===== config.mk =====
export PLATFORM = sky130hd
export DESIGN_NAME = da_tap_feeder_flat
export DESIGN_NICKNAME = d
export VERILOG_FILES = /design/src/rtl/da_tap_feeder_if.sv /design/src/rtl/da_tap_feeder.sv /design/src/flat_wrapper.sv
export SDC_FILE = /design/constraint.sdc
export NUM_CORES = 1
export LEC_CHECK = 0
export ABC_AREA = 1
export CAP_MARGIN = 20
export CELL_PAD_IN_SITES_DETAIL_PLACEMENT = 0
export CELL_PAD_IN_SITES_GLOBAL_PLACEMENT = 2
export CORE_MARGIN = 3
export CORE_UTILIZATION = 27
export CTS_CLUSTER_SIZE = 20
export DETAILED_ROUTE_END_ITERATION = 6
export PLACE_DENSITY = 0.81
export SLEW_MARGIN = 10
export SYNTH_ARGS = -nofsm -noshare
export SYNTH_HDL_FRONTEND = slang
export SYNTH_SLANG_ARGS = --single-unit

===== constraint.sdc =====
create_clock -name clk -period 1.4 [get_ports clk]
set_clock_uncertainty 0.1 [all_clocks]
set_input_delay 0.28 -clock clk [delete_from_list [all_inputs] [get_ports clk]]
set_output_delay 0.28 -clock clk [all_outputs]
set_load 0.005 [all_outputs]

===== src/rtl/da_tap_feeder_if.sv =====
// Sample-in / tap-out / result-back bundle between the DA tap feeder and its environment.
// The slave view belongs to the feeder; the master view drives samples and returns engine results.
interface da_tap_feeder_if;
  logic [2:0] x_in;
  logic       x_valid;
  logic       x_ready;
  logic [2:0] x_out0;
  logic [2:0] x_out1;
  logic [2:0] x_out2;
  logic       da_start;
  logic [5:0] y_da;
  logic [5:0] y_out;
  logic       y_valid;

  modport slave (
    input  x_in, x_valid, y_da,
    output x_ready, x_out0, x_out1, x_out2, da_start, y_out, y_valid
  );

  modport master (
    output x_in, x_valid, y_da,
    input  x_ready, x_out0, x_out1, x_out2, da_start, y_out, y_valid
  );
endinterface


===== src/rtl/da_tap_feeder.sv =====
// Feeds a 3-tap sample delay line into the DA engine and captures its result DA_LAT cycles later.
// Accepts one sample per DA_LAT+1 cycles; x_ready is low for the whole wait window.
module da_tap_feeder #(
  parameter int DA_LAT = 5
) (
  input  logic            clk,
  input  logic            reset,
  da_tap_feeder_if.slave  tap
);

  localparam logic [3:0] CNT_LOAD = 4'(DA_LAT - 1);

  typedef enum logic {
    S_IDLE,
    S_WAIT
  } state_t;

  state_t     state;
  state_t     state_nxt;
  logic [3:0] cnt;
  logic [1:0] fill;
  logic       accept;
  logic       capture;

  always_ff @(posedge clk or posedge reset) begin
    if (reset) begin
      state <= S_IDLE;
    end else begin
      state <= state_nxt;
    end
  end

  always_comb begin
    state_nxt = state;
    accept    = 1'b0;
    capture   = 1'b0;
    case (state)
      S_IDLE: begin
        if (tap.x_valid) begin
          accept    = 1'b1;
          state_nxt = S_WAIT;
        end
      end
      S_WAIT: begin
        if (cnt == 4'd0) begin
          capture   = 1'b1;
          state_nxt = S_IDLE;
        end
      end
      default: state_nxt = S_IDLE;
    endcase
  end

  assign tap.x_ready = (state == S_IDLE);

  always_ff @(posedge clk or posedge reset) begin
    if (reset) begin
      tap.x_out0   <= '0;
      tap.x_out1   <= '0;
      tap.x_out2   <= '0;
      tap.da_start <= 1'b0;
      tap.y_out    <= '0;
      tap.y_valid  <= 1'b0;
      cnt          <= '0;
      fill         <= '0;
    end else begin
      tap.da_start <= 1'b0;
      tap.y_valid  <= 1'b0;
      if (accept) begin
        tap.x_out2   <= tap.x_out1;
        tap.x_out1   <= tap.x_out0;
        tap.x_out0   <= tap.x_in;
        tap.da_start <= 1'b1;
        cnt          <= CNT_LOAD;
        if (fill != 2'd3) begin
          fill <= fill + 2'd1;
        end
      end else if (capture) begin
        tap.y_out <= tap.y_da;
        // Until three samples are in the line the engine sums stale zero taps.
        tap.y_valid <= (fill == 2'd3);
      end else if (state == S_WAIT) begin
        cnt <= cnt - 4'd1;
      end
    end
  end

endmodule


===== src/flat_wrapper.sv =====
// flat-port wrapper written by rule: the top's interface ports become plain ports
module da_tap_feeder_flat 
#(
  parameter int DA_LAT = 5
)
  (clk, reset, tap_x_in, tap_x_valid, tap_y_da, tap_x_ready, tap_x_out0, tap_x_out1, tap_x_out2, tap_da_start, tap_y_out, tap_y_valid);
  da_tap_feeder_if tap_i ();
  input  logic clk;
  input  logic reset;
  input wire logic [$bits(tap_i.x_in)-1:0] tap_x_in;
  input wire logic [$bits(tap_i.x_valid)-1:0] tap_x_valid;
  input wire logic [$bits(tap_i.y_da)-1:0] tap_y_da;
  output wire logic [$bits(tap_i.x_ready)-1:0] tap_x_ready;
  output wire logic [$bits(tap_i.x_out0)-1:0] tap_x_out0;
  output wire logic [$bits(tap_i.x_out1)-1:0] tap_x_out1;
  output wire logic [$bits(tap_i.x_out2)-1:0] tap_x_out2;
  output wire logic [$bits(tap_i.da_start)-1:0] tap_da_start;
  output wire logic [$bits(tap_i.y_out)-1:0] tap_y_out;
  output wire logic [$bits(tap_i.y_valid)-1:0] tap_y_valid;
  assign tap_i.x_in = tap_x_in;
  assign tap_i.x_valid = tap_x_valid;
  assign tap_i.y_da = tap_y_da;
  assign tap_x_ready = tap_i.x_ready;
  assign tap_x_out0 = tap_i.x_out0;
  assign tap_x_out1 = tap_i.x_out1;
  assign tap_x_out2 = tap_i.x_out2;
  assign tap_da_start = tap_i.da_start;
  assign tap_y_out = tap_i.y_out;
  assign tap_y_valid = tap_i.y_valid;
  da_tap_feeder #(.DA_LAT(DA_LAT)) u_core (.clk(clk), .reset(reset), .tap(tap_i));
endmodule

== After elaboration in Yosys (flattened, before gate mapping) ==
Index checks and enable logic that the tools add are counted.

* Bits in registers: 24
* Output and inout port bits: 18
* Logic and storage cells: 33
* Latch bits: 0
* Memories: 0
* Input bits: 12
* RAM bits: 0
* Memory bits (read-only): 0

* $lt $le $gt $ge: 0
* Bitwise logic cells: 2
* Multiplexer cells: 12
* $mul: 0
* Equality and inequality tests: 3
* Reductions and logical operators: 5
* Add/sub/neg operators: 2
* Divide/modulo/power cells: 0
* Shift operators: 0

{| class="wikitable"
|+ Operators by type and width
! operator !! count
|-
| $mux W4 || 3
|-
| $mux W1 || 8
|-
| $reduce_and A2 Y1 || 3
|-
| $logic_not A4 Y1 || 1
|-
| $sub A4 B1 Y4 const B || 1
|-
| $add A2 B1 Y2 const B || 1
|-
| $eq A2 B2 Y1 const B || 1
|-
| $ne A2 B1 Y1 const B || 1
|-
| $ne A2 B2 Y1 const B || 1
|-
| $not A1 Y1 || 2
|-
| $pmux W1 S2 || 1
|-
| $reduce_bool A2 Y1 || 1
|}

== Depth between registers and ports, before layout ==
Gate-level depths: netlist of run 1.

* Depth after elaboration: 5
* Depth in mapped cells: 7
* Mapped depth without buffers: 7

== Least setup slack after synthesis of run 1 ==
OpenSTA, ideal clock, no wires.

* Kind: reg-to-reg
* From: register u_core.cnt[0]
* To: register u_core.tap.y_out[0]
* Setup time: 0.117 ns
* Path buffers: 1
* Data arrival time: 1.048 ns
* Slack: 0.135 ns
* Stages on the path, launching flop included: 7
* Data required time: 1.183 ns
* Path through: dfrtp_1 -> inv_1 -> ha_1 -> nand3_1 -> buf_6 -> nand2_1 -> o21ai_2

* Word-level cells in the longest chain between the ends: 4

{| class="wikitable"
|+ Ends and longest elaborated chain
! what !! line !! text
|-
| start, declared || da_tap_feeder.sv:20 || <nowiki>logic [3:0] cnt;</nowiki>
|-
| start signal, assigned || da_tap_feeder.sv:83 || <nowiki>cnt <= cnt - 4'd1;</nowiki>
|-
| $logic_not A4 Y1 || da_tap_feeder.sv:45 || <nowiki>if (cnt == 4'd0) begin</nowiki>
|-
| $mux W1 || da_tap_feeder.sv:45 ||
|-
| $mux W1 || da_tap_feeder.sv:37 || <nowiki>case (state)</nowiki>
|-
| $reduce_and A2 Y1 (no line) || -- ||
|-
| end signal, assigned || da_tap_feeder.sv:79 || <nowiki>tap.y_out <= tap.y_da;</nowiki>
|-
| end, declared || da_tap_feeder_if.sv:17 || <nowiki>output x_ready, x_out0, x_out1, x_out2, da_start, y_out, y_valid</nowiki>
|}

No other way between the ends.
A chain may end at the register's enable or synchronous reset.

== Final worst setup path of run 1 ==
* From: register u_core.state
* To: output port tap_x_ready

* Word-level cells in the longest chain between the ends: 1

{| class="wikitable"
|+ Ends and longest elaborated chain
! what !! line !! text
|-
| start, declared || da_tap_feeder.sv:18 || <nowiki>state_t state;</nowiki>
|-
| start signal, assigned || da_tap_feeder.sv:29 || <nowiki>state <= state_nxt;</nowiki>
|-
| $not A1 Y1 || da_tap_feeder.sv:54 || <nowiki>assign tap.x_ready = (state == S_IDLE);</nowiki>
|-
| end, declared || flat_wrapper.sv:13 || <nowiki>output wire logic [$bits(tap_i.x_ready)-1:0] tap_x_ready;</nowiki>
|}

No other way between the ends.

==> metrics, run 1 <==
outcome finished clean; DIE AREA between 0.004 and 0.005 mm2; # clock sinks 24; P_sw about 1.1 mW; worst skew pair latency roughly 0.26 ns; HP Class input port to asynchronous set/reset pin; remaining antenna violation count 0; crit path launch u_core.state; Final nets between 150 and 200; Slew headroom between 90% and 100%; H-tree depth 1; reg2reg path depth 6; Yosys reg bits 24; # rows 22; DP Area about 0.0015 mm2; largest net degree at the start of global routing 25; P&R area growth vs syn 48.7%; Critical Path RT about 1 ns; vias in the first global route 774; WL final between 2000 and 2500 um; CTS clk-pin slew, worst paths ~0.090 ns; R2R Path Start u_core.cnt[1]; Yosys top cell by area dfrtp_1; CTS Buf Count 3; final std cells w/o fill between 200 and 250; CTS tree done; IO Port Bufs 29; post-route design area between 0.0015 and 0.002 mm2; Critical Path AT about 0.95 ns; Pwr Density between 2000 and 2500 mW/mm2; Post-Syn Area about 0.0011 mm2; Setup-failing EPs final 0; Vias approximately 830; DP Cell Count about 200; Fin. Hold Viols 0; maxcap violations 0; Remaining DRCs 0; most frequent cells in the layout 40 x nand2_1, 24 x dfrtp_1, 18 x dlygate4sd2_1; Yosys top cell area share between 50% and 60%; reg-to-reg endpoint u_core.tap.y_out[5]; worst slew pin tran between 0.1 and 0.15 ns; Placer Congestion 0.721; top cells by area, synth dfrtp_1 57%, nand2_1 15%, o21ai_2 6.7%, inv_1 5.7%, ha_1 3.6%; DR vias/cell just over 4; Netlist cell types 17; clock buffer depth 2; Overall Global Routing Usage about a tenth; Hold-fix buffers, CTS 0; HPWL Detailed 1630 um; Die H approximately 68 um; static leakage power 0.848 nW; grt ovf 0; sequential area share after synthesis 57.1%; Critical Path Sink tap_x_ready; ANT cells 0; sequential power share a little over a third; net count after synthesis about 130; Gate Count Post-Synth around 110; core area between 0.003 and 0.004 mm2; RSZ-0062 raised after global routing no; fin crit share 95.0%; Slew Limit Fails 0; Worst Path Max Fanout 2; Ports 30; Max VDD drop 0.677 mV; initial core utilization roughly 28%; Post-Syn Area per Cell approximately 9.3 um2; total internal power 2.15 mW; first-pass GRT wire length 3510 um; combinational fraction of design power between 40% and 50%; WS Path Type register to output pin; Clk pwr share 18.6%; Syn. warnings 0; Total Power 3.24 mW; WL/cell ~10 um; endpoint class of the critical path output pin; Startpoint Class register; minimum clock period 1.33 ns; commonest non-fill, non-tap cell in the layout nand2_1; drt first pass iters 3; f_max 752 MHz; root buffer cell clkbuf_8; fraction of layout cells with a size suffix above 1 roughly a fifth; initial antenna violation count 0; Sw Share 33.6%; Die W approximately 68 um; post-route core utilization 42.1%; Reg2Reg Setup Slack about 0.11 ns; 1st-iter DRT viols 45
## cells in the mapped netlist (all sizes together)
library cell  count
nand3             6
nand2            42
dfrtp            24
o21ai            10
a21oi             1
ha                3
nand4             1
inv              18
nor2              4
xnor2             1
buf               3
## flip-flops by register name (all words and copies together) (netlist names)
name                 count
u_core.tap.y_out         6
u_core.tap.da_start      1
u_core.tap.x_out1        3
u_core.tap.x_out0        3
u_core.cnt               4
u_core.state             1
u_core.tap.x_out2        3
u_core.tap.y_valid       1
u_core.fill              2
## critical path: stages, from the launching register on
cell	delay, ns
dfrtp_1	0.40
inv_2	0.06
dlygate4sd2_1	0.23
## logic make-up after synthesis
group / share of synthesized area (%)
and+or+nand+nor: 20.8
DFF: 57.1
buffers and inverters: 9.52
AOI/OAI and AO/OA: 8.10
adders and majority gates: 3.57
xor gates and xnor gates: 0.833
## power by group through the flow
stage / clock [mW] / sequential, mW / combinational (mW)
floorplan: 0 / 1.22 / 0.747
global placement: 0 / 1.21 / 1.52
detailed placement: 0 / 1.22 / 1.55
CTS: 0.621 / 1.19 / 1.48
finish: 0.603 / 1.18 / 1.46
global route: 0.653 / 1.23 / 1.67
## per-layer routing
layer	up-vias	part of all wire [%]	track usage, %	routed length, um
met5	-	0	0	0
met3	2	2.5	2.63	52
met1	398	43	12.7	893
met4	0	1.6	3.72	33
met2	9	53	16.4	1110
li1	425	-	-	-
## per-stage QoR
stage / hold slack, ns / setup TNS (ns) / setup WS, ns
after floorplan: 0.195 / 0 / 0.135
after global routing: 0.254 / 0 / 0.00228
final: 0.235 / 0 / 0.0707
after CTS: 0.241 / 0 / 0.0555
after detailed placement: 0.373 / -0.0223 / -0.0201
after global placement: 0.361 / 0 / 0.0211
## timing repair
item	4_1_cts	5_1_grt
buffers inserted	4	0
pin swaps	0	0
endpoints found under the setup margin	18	3
resized for setup	18	1
## area by class of cell
cell class                      count  area (um2)
Fill cell                         382        2150
Tap cell                           48        60.1
Timing Repair Buffer               41         408
Multi-Input combinational cell     68         353
Clock inverter                      1        30.0
Inverter                           18        70.1
Sequential cell                    24         601
Clock buffer                        3        41.3
## worst min path at each step
stage | to | slack (ns)
finish | u_core.tap.y_out[0] | 0.23
global route | u_core.tap.y_out[3] | 0.25
CTS | u_core.tap.y_out[1] | 0.24
detailed placement | u_core.fill[0] | 0.37
global placement | u_core.fill[1] | 0.36
floorplan | u_core.cnt[0] | 0.19
Note: power is estimated with default switching activity, not from simulation.
==> run 2, diff against run 1 <==
--- a/config.mk
+++ b/config.mk
@@ -5,12 +5,12 @@
 export SDC_FILE = /design/constraint.sdc
 export NUM_CORES = 1
 export LEC_CHECK = 0
-export ABC_AREA = 1
+export ABC_AREA = 0
 export CAP_MARGIN = 20
 export CELL_PAD_IN_SITES_DETAIL_PLACEMENT = 0
 export CELL_PAD_IN_SITES_GLOBAL_PLACEMENT = 2
 export CORE_MARGIN = 3
-export CORE_UTILIZATION = 27
+export CORE_UTILIZATION = 31
 export CTS_CLUSTER_SIZE = 20
 export DETAILED_ROUTE_END_ITERATION = 6
 export PLACE_DENSITY = 0.81
==> run 2 against run 1 <==
Count of clock-buffer cells in the layout did not move. Power rose by 29%. Synthesized cell count fell by 38%. Global-route usage rose by 2.3 points. Via count fell by 6.0%. Critical path depth rose by 3. Design area rose by 16%. Wire length rose by 23%. The flow now finishes with violations (setup timing). Critical endpoint is now u_core.tap.y_out[0]. Non-clock buffer count rose by 25. Register-to-register slack got worse by 0.29 ns. Setup slack got worse by 0.25 ns.
==> metrics, run 2 <==
Gate Count Post-Synth 70; CTS clk-pin slew, worst paths ~0.14 ns; post-synthesis compound-gate area fraction approximately 4.5%; HPWL Detailed between 1500 and 2000 um; sequential area share after synthesis between 50% and 60%; Top FF cell, synth dfrtp_1; Post-synth ARST share 100%; Reg2Reg Setup Slack -0.18 ns; Syn. warnings 0; vias in the first global route a little under 800; Pwr Density between 2000 and 2500 mW/mm2; IO Port Bufs 29; Die W 64.4 um; Hold-fix buffers, CTS 0; DP Cell Count between 150 and 200; Final nets ~150; largest net degree at the start of global routing 25; dpl ws -0.359 ns; Setup-failing EPs final 14; Remaining DRCs 0; Yosys reg bits 24; Placer Congestion slightly below 0.7; R2R Path Start u_core.cnt[1]; violated checks setup timing; clock buffer depth 2; static leakage power 0.869 nW; max reg flops 6; initial core utilization 33.5%; Yosys top cell by area dfrtp_1; Startpoint Class register; root buffer cell clkbuf_4; Critical Path AT roughly 1.7 ns; core area 0.00315 mm2; WL final approximately 2600 um; H-tree depth 1; post-synthesis adder-cell area fraction approximately 3.6%; Die H ~64 um; Overall Global Routing Usage 12.4%; ANT cells 0; Fin. Hold Viols 0; grt ovf 0; Netlist cell types 25; # clock sinks 24; Ports 30; RSZ-0062 raised after global routing yes; final std cells w/o fill ~180; top cells by area, synth dfrtp_1 57%, mux2_4 20%, ha_1 3.6%, buf_6 2.1%, inv_1 1.4%; most common cell in the netlist dfrtp_1; DIE AREA between 0.004 and 0.005 mm2; most frequent cells after synthesis 24 x dfrtp_1, 14 x mux2_4, 4 x inv_1; reg-to-reg endpoint u_core.tap.y_out[0]; HP Class input port to asynchronous set/reset pin; Max stage delay on crit path between 0.4 and 0.5 ns; worst skew pair latency about 0.32 ns; hold slack 0.183 ns; WS Path Type register to register; Slew Limit Fails 0; reg2reg path depth 5; most frequent cells in the layout 31 x buf_4, 23 x dfrtp_1, 16 x mux2_4; DP Area ~0.0015 mm2; Reg with most FFs u_core.tap.y_out; drt first pass iters 2; first-pass GRT wire length approximately 4000 um; final worst setup slack -0.182 ns; Post-Syn Area per Cell 15.1 um2; Slew headroom 75.2%; Vias 784; multiplexer share of the synthesized area 22.0%; Largest regs u_core.tap.y_out (6), u_core.cnt (4); Total Power around 4.2 mW; crit-path cells inv_2 > ha_4 > and4bb_2 > clkbuf_16 > mux2_4; remaining antenna violation count 0; Post-synth EDFFs 0; main combinational cell family by area after synthesis multiplexers; Yosys top cell area share 56.8%; post-route design area 0.00181 mm2; Post-Synth Simple-Gate Area under 10%; net count after synthesis 85; # rows 20; 1st-iter DRT viols 29; Worst Path Max Fanout 4; xor and xnor area share after synthesis 0.828%; initial antenna violation count 0; outcome finished with violations; Max VDD drop between 0.9 and 1 mV; CTS tree done; CTS Buf Count 3; DR vias/cell 4.31; critical path's slowest cell dfrtp_1; f_max roughly 630 MHz; maxcap violations 0; fraction of layout cells with a size suffix above 1 between 50% and 60%; worst slew pin tran ~0.37 ns; commonest non-fill, non-tap cell in the layout buf_4; Post-Syn Area around 0.0011 mm2; Critical Path RT around 1.5 ns; P&R area growth vs syn 70.9%; fin crit share 113%; WL/cell about 14 um; minimum clock period about 1.6 ns; endpoint class of the critical path register
run 2: cell families after synthesis:
kind of cell / count (synthesis)
xor gates and xnor gates: 1
muxes: 16
buffers and inverters: 6
adders and majority gates: 3
and+or+nand+nor: 13
DFF: 24
AOI/OAI and AO/OA: 7
run 2: critical path, delay by kind of cell, from the launching register on:
family / cells / cell delay [ns]
adders and majority gates: 1 / 0.12
buffers and inverters: 2 / 0.25
DFF: 1 / 0.42
muxes: 1 / 0.29
and+or+nand+nor: 1 / 0.31
run 2: area by class of cell:
type                       instances  area, um2
clock buffer                       3       22.5
tap                               44       55.1
clock inverter                     1       30.0
multi-input combinational         40        459
timing repair buffer              66        623
sequential                        24        602
fill                             263       1350
inverter                           4       15.0
run 2: timing repair:
action | 4_1_cts | 5_1_grt
gates resized for setup | 25 | 24
setup buffers | 14 | 10
pin swaps | 1 | 5
endpoints found under the hold margin | 0 | 0
setup endpoints to repair | 28 | 27
cloned | 0 | 2
run 2: layer usage:
layer	up-vias	wire, um	GRT usage, %
li1	374	-	-
met1	389	1060	14.7
met2	19	1390	21.8
met3	2	109	4.22
met4	0	16	2.37
met5	-	0	0
run 2: how the worst max path moves through the flow:
stage | cells after the start | start | to | slack (ns)
2_1_floorplan | 5 | u_core.cnt[1] | u_core.tap.y_out[0] | -0.08
3_3_place_gp | 4 | tap_x_valid | u_core.fill[1] | -0.30
3_5_place_dp | 4 | tap_x_valid | u_core.fill[1] | -0.36
4_1_cts | 5 | u_core.cnt[1] | u_core.tap.y_out[5] | -0.15
5_1_grt | 5 | u_core.cnt[1] | u_core.tap.y_out[0] | -0.22
6_report | 5 | u_core.cnt[1] | u_core.tap.y_out[0] | -0.18
run 2: per-stage QoR:
stage / util, % / TNS (ns)
finish: 57.3 / -1.30
global route: 57.3 / -2.01
CTS: 52.0 / -0.877
detailed placement: 47.2 / -4.18
global placement: 47.2 / -3.58
floorplan: - / -0.500
run 2: report_power, final:
part / leakage [nW] / switching (mW) / total (mW) / internal [mW]
logic: 0.553 / 0.821 / 2.46 / 1.64
clock network: 0.0279 / 0.213 / 0.502 / 0.289
registers: 0.289 / 0.193 / 1.22 / 1.03
==> run 3, diff against run 2 <==
--- a/config.mk
+++ b/config.mk
@@ -10,10 +10,11 @@
 export CELL_PAD_IN_SITES_DETAIL_PLACEMENT = 0
 export CELL_PAD_IN_SITES_GLOBAL_PLACEMENT = 2
 export CORE_MARGIN = 3
-export CORE_UTILIZATION = 31
+export CORE_UTILIZATION = 28
 export CTS_CLUSTER_SIZE = 20
 export DETAILED_ROUTE_END_ITERATION = 6
-export PLACE_DENSITY = 0.81
+export HOLD_SLACK_MARGIN = 0.15
+export PLACE_DENSITY = 0.77
 export SLEW_MARGIN = 10
 export SYNTH_ARGS = -nofsm -noshare
 export SYNTH_HDL_FRONTEND = slang
==> constraint.sdc (replaced) <==
create_clock -name clk -period 1.3 [get_ports clk]
set_clock_uncertainty 0.1 [all_clocks]
set_input_delay 0.26 -clock clk [delete_from_list [all_inputs] [get_ports clk]]
set_output_delay 0.26 -clock clk [all_outputs]
set_load 0.005 [all_outputs]
==> run 3 against run 2 <==
The run still ends with setup timing left. Critical endpoint is now u_core.tap.y_out[3]. Flip-flop and latch count stayed put. Utilization fell by 3.7 points. Combinational power grew 12%. Via count rose by 0.51%. Critical path type unchanged. First-iteration DRC count decreased by 28%. Power rose by 12%. Register-to-register slack got worse by 0.04 ns. Final cell count is 1.1% higher. Highest routed layer unchanged. Largest cell class unchanged. Sequential share of layout area fell by 1.2 points. Design area rose by 3.6%. Count of clock-buffer cells in the layout unchanged.
==> metrics, run 3 (synthesis gave the netlist of run 2 again) <==
largest net degree at the start of global routing 25; H-tree depth 1; DIE AREA roughly 0.0045 mm2; first-pass GRT wire length between 3000 and 4000 um; fraction of layout cells with a size suffix above 1 a little under three fifths; 1st-iter DRT viols 21; clock buffer depth 2; Clk pwr share between 10% and 20%; endpoint class of the critical path register; # rows 21; WL/cell around 13 um; Slew Limit Fails 0; crit path launch u_core.cnt[1]; combinational fraction of design power between 50% and 60%; Max stage delay on crit path about 0.40 ns; post-route core utilization 53.6%; Overall Global Routing Usage 10.8%; Ports 30; DP Cell Count 155; commonest non-fill, non-tap cell in the layout buf_4; Fin. Hold Viols 0; CTS Buf Count 3; fin crit share 117%; minimum clock period about 1.5 ns; Max VDD drop roughly 1.2 mV; P&R area growth vs syn 77.0%; CTS clk-pin slew, worst paths ~0.08 ns; Sw Share 29.4%; WL final 2320 um; Hold-fix buffers, CTS 0; core area around 0.0035 mm2; outcome finished with violations; reg2reg path depth 5; reg-to-reg endpoint u_core.tap.y_out[3]; CTS tree done; HPWL Detailed ~1500 um; final worst setup slack -0.217 ns; Final nets ~150; Critical Path RT 1.35 ns; sequential power share 28.0%; Placer Congestion about 0.65; grt ovf 0; Die W around 67 um; Remaining DRCs 0; worst slew pin tran around 0.17 ns; P_sw 1.38 mW; maxcap violations 0; Slew headroom about 88%; Vias around 790; violated checks setup timing; ANT cells 0; DR vias/cell 4.28; IO Port Bufs 29; Largest regs u_core.tap.y_out (6), u_core.cnt (4); WS Path Type register to register; total internal power between 3 and 4 mW; Reg with most FFs u_core.tap.y_out; worst skew pair latency approximately 0.26 ns; final std cells w/o fill approximately 180; remaining antenna violation count 0; f_max about 660 MHz; most frequent cells in the layout 28 x buf_4, 24 x dfrtp_1, 16 x mux2_4; # clock sinks 24; Worst Path Max Fanout 5; max reg flops 6; Critical Path AT 1.57 ns; Filler cells just under 300; initial antenna violation count 0; HP Class input port to asynchronous set/reset pin; critical path's slowest cell dfrtp_1; drt first pass iters 2; static leakage power ~0.9 nW; R2R Path Start u_core.cnt[1]; Setup-failing EPs final 21; vias in the first global route a little over 800; Startpoint Class register; Pwr Density roughly 2500 mW/mm2; Reg2Reg Setup Slack -0.22 ns; crit-path cells inv_2 > ha_4 > and4bb_2 > buf_6 > mux2_4; Die H 67.5 um; RSZ-0062 raised after global routing yes; initial core utilization about 30%; root buffer cell clkbuf_8
[run 3: cell type report]
| type | count | area [um2] | area share [%] |
|---|---|---|---|
| clock buffer | 3 | 41.3 | 2.21 |
| clock inverter | 1 | 30.0 | 1.60 |
| inverter | 4 | 15.0 | 0.802 |
| multi-input combinational | 40 | 515 | 27.5 |
| sequential | 24 | 601 | 32.1 |
| tap | 46 | 57.6 | 3.07 |
| timing repair buffer | 66 | 612 | 32.7 |
[run 3: repair_timing]
item | 4_1_cts | 5_1_grt
setup endpoints to repair | 40 | 40
pin swaps | 6 | 8
gates resized for setup | 43 | 29
gates cloned | 1 | 0
setup buffers | 20 | 12
[run 3: worst max path at each step]
stage                      endpoint  slack [ns]  cells past startpoint
6_report        u_core.tap.y_out[3]       -0.22                      5
5_1_grt         u_core.tap.y_out[5]       -0.26                      5
4_1_cts         u_core.tap.y_out[0]       -0.20                      5
3_5_place_dp   u_core.tap.x_out0[2]       -0.40                      4
3_3_place_gp   u_core.tap.x_out0[2]       -0.38                      4
2_1_floorplan   u_core.tap.y_out[0]       -0.18                      5
[run 3: critical path, delay by kind of cell, from the launching register on]
family	cells	cell delay (ns)
and+or+nand+nor	1	0.26
muxes	1	0.29
adders and majority gates	1	0.13
DFF	1	0.40
buffers and inverters	2	0.23
[run 3: power by group through the flow]
| stage | sequential [mW] | clock [mW] | combinational (mW) |
|---|---|---|---|
| after global placement | 1.35 | 0 | 1.89 |
| after detailed placement | 1.37 | 0 | 1.94 |
| after CTS | 1.29 | 0.669 | 2.45 |
| final | 1.32 | 0.644 | 2.75 |
| after global routing | 1.35 | 0.712 | 2.95 |
| after floorplan | 1.37 | 0 | 0.984 |
[run 3: routing by layer]
metal,GRT usage (%),up-vias,part of all wire (%)
li1,-,378,-
met1,13.2,387,43
met2,18.4,21,52
met3,3.99,2,4.9
met4,1.52,0,0.35
met5,0,-,0
[run 3: per-stage QoR]
stage	worst slack (ns)	setup TNS (ns)	total power [mW]	cell area, um2	hold WS, ns
finish	-0.217	-2.26	4.71	1870	0.241
global route	-0.263	-3.16	5.01	1870	0.248
CTS	-0.204	-2.53	4.41	1780	0.250
detailed placement	-0.404	-5.86	3.30	1500	0.371
global placement	-0.381	-5.70	3.23	1500	0.362
floorplan	-0.183	-1.29	2.35	1060	0.175
==> RTL edit: new RTL, settings of run 1 <==
Make the reset (`reset`) synchronous in 2 clocked blocks.
--- a/src/rtl/da_tap_feeder.sv
+++ b/src/rtl/da_tap_feeder.sv
@@ -22,7 +22,7 @@
   logic       accept;
   logic       capture;
 
-  always_ff @(posedge clk or posedge reset) begin
+  always_ff @(posedge clk) begin
     if (reset) begin
       state <= S_IDLE;
     end else begin
@@ -53,7 +53,7 @@
 
   assign tap.x_ready = (state == S_IDLE);
 
-  always_ff @(posedge clk or posedge reset) begin
+  always_ff @(posedge clk) begin
     if (reset) begin
       tap.x_out0   <= '0;
       tap.x_out1   <= '0;
Behaviour: differs if reset is asserted again (counterexample within 4 cycles, from zero or initial values and one cycle with reset high); with reset held inactive, the same outputs for 10 cycles.
==> RTL edit against run 1 <==
Area after synthesis fell by 12%; critical path type unchanged; setup slack gained 0.023 ns; largest cell class unchanged; design area down 15%; wire length decreased by 7.9%; sequential cell count is the same; count of clock-buffer cells in the layout stayed put.
Power is not compared: it rests on default switching activity, and its combinational part moved more than twofold at a synthesized area within 25%.
==> RTL edit: results (changes against run 1) <==
<table>
<tr><th>Metric</th><th>Value</th></tr>
<tr><th colspan="2">Final layout</th></tr>
<tr><td>Fin nets</td><td>163 (was 171)</td></tr>
<tr><td>Layout cells sized above 1</td><td>27.2% (was 18.7%)</td></tr>
<tr><th colspan="2">Synthesis</th></tr>
<tr><td>Most used flip-flop cell after synthesis</td><td>dfxtp_1 (was dfrtp_1)</td></tr>
<tr><td>Number of nets produced by synthesis</td><td>125 (was 128)</td></tr>
<tr><td>Biggest area contributors in the synthesized netlist</td><td>dfxtp_1 (52%), inv_1 (8.1%), o21ai_0 (6.0%) (was dfrtp_1 (57%), nand2_1 (15%), o21ai_2 (6.7%))</td></tr>
<tr><td>Library cells used by synthesis</td><td>22 (was 17)</td></tr>
<tr><th colspan="2">Outcome</th></tr>
<tr><td>Outcome</td><td>finished clean (unchanged)</td></tr>
<tr><th colspan="2">Critical path</th></tr>
<tr><td>Reg2Reg Launch Point</td><td>u_core.cnt[0]$_SDFFE_PP0P_ (was u_core.cnt[1]$_DFFE_PP0P_)</td></tr>
<tr><td>Data arrival time at the worst-slack endpoint</td><td>0.93 ns (was 0.95 ns)</td></tr>
<tr><td>Number of cells on the worst reg-to-reg path</td><td>8 (was 6)</td></tr>
<tr><td>Worst flop-to-flop path endpoint</td><td>u_core.cnt[1]$_SDFFE_PP0P_ (was u_core.tap.y_out[5]$_DFFE_PP0P_)</td></tr>
<tr><th colspan="2">STA</th></tr>
<tr><td>Headroom to the max-slew limit</td><td>86.8% (was 90.0%)</td></tr>
<tr><th colspan="2">Detailed routing</th></tr>
<tr><td>Number of violations reported at the end of detailed-routing iteration 0</td><td>13 (was 45)</td></tr>
<tr><td>Vias per cell</td><td>4.18 (was 4.11)</td></tr>
<tr><td>DRT Pass-1 Iters</td><td>4 (was 3)</td></tr>
<tr><th colspan="2">Clock tree</th></tr>
<tr><td>Clk Tree Root Cell</td><td>clkbuf_4 (was clkbuf_8)</td></tr>
<tr><td>Reg clk slew, reported paths</td><td>0.12 ns (was 0.09 ns)</td></tr>
<tr><td>Clock Latency Late Sink</td><td>0.30 ns (was 0.26 ns)</td></tr>
<tr><th colspan="2">Placed design</th></tr>
<tr><td>HPWL after DPL</td><td>1520 um (was 1630 um)</td></tr>
<tr><th colspan="2">Global routing</th></tr>
<tr><td>Aggregate global-route resource usage</td><td>10.3% (was 10.1%)</td></tr>
</table>
[RTL edit: stage by stage]
stage	instance area (um^2)	setup slack (ns)	hold slack [ns]	total power, mW	std cells
2_1_floorplan	925	0.169	0.249	0.896	111
3_3_place_gp	1300	-0.0592	0.332	1.03	188
3_5_place_dp	1300	-0.0488	0.336	1.03	188
4_1_cts	1320	0.0391	0.350	1.31	191
5_1_grt	1330	0.0195	0.372	1.38	191
6_report	1330	0.0938	0.346	1.29	191
[RTL edit: area by class of cell]
class	count	area, um^2
Inverter	24	92.6
Clock buffer	3	22.5
Multi-Input combinational cell	61	343
Timing Repair Buffer	35	314
Sequential cell	24	503
Fill cell	352	1820
Tap cell	44	55.1
[RTL edit: metal layers]
metal | vias to the layer above | share of wire [%] | routed length, um | track usage [%]
met1 | 349 | 50 | 960 | 13.8
met4 | 0 | 0.78 | 15 | 3.96
li1 | 429 | - | - | -
met5 | - | 0 | 0 | 0
met3 | 2 | 5.9 | 114 | 3.29
met2 | 19 | 43 | 835 | 15.5
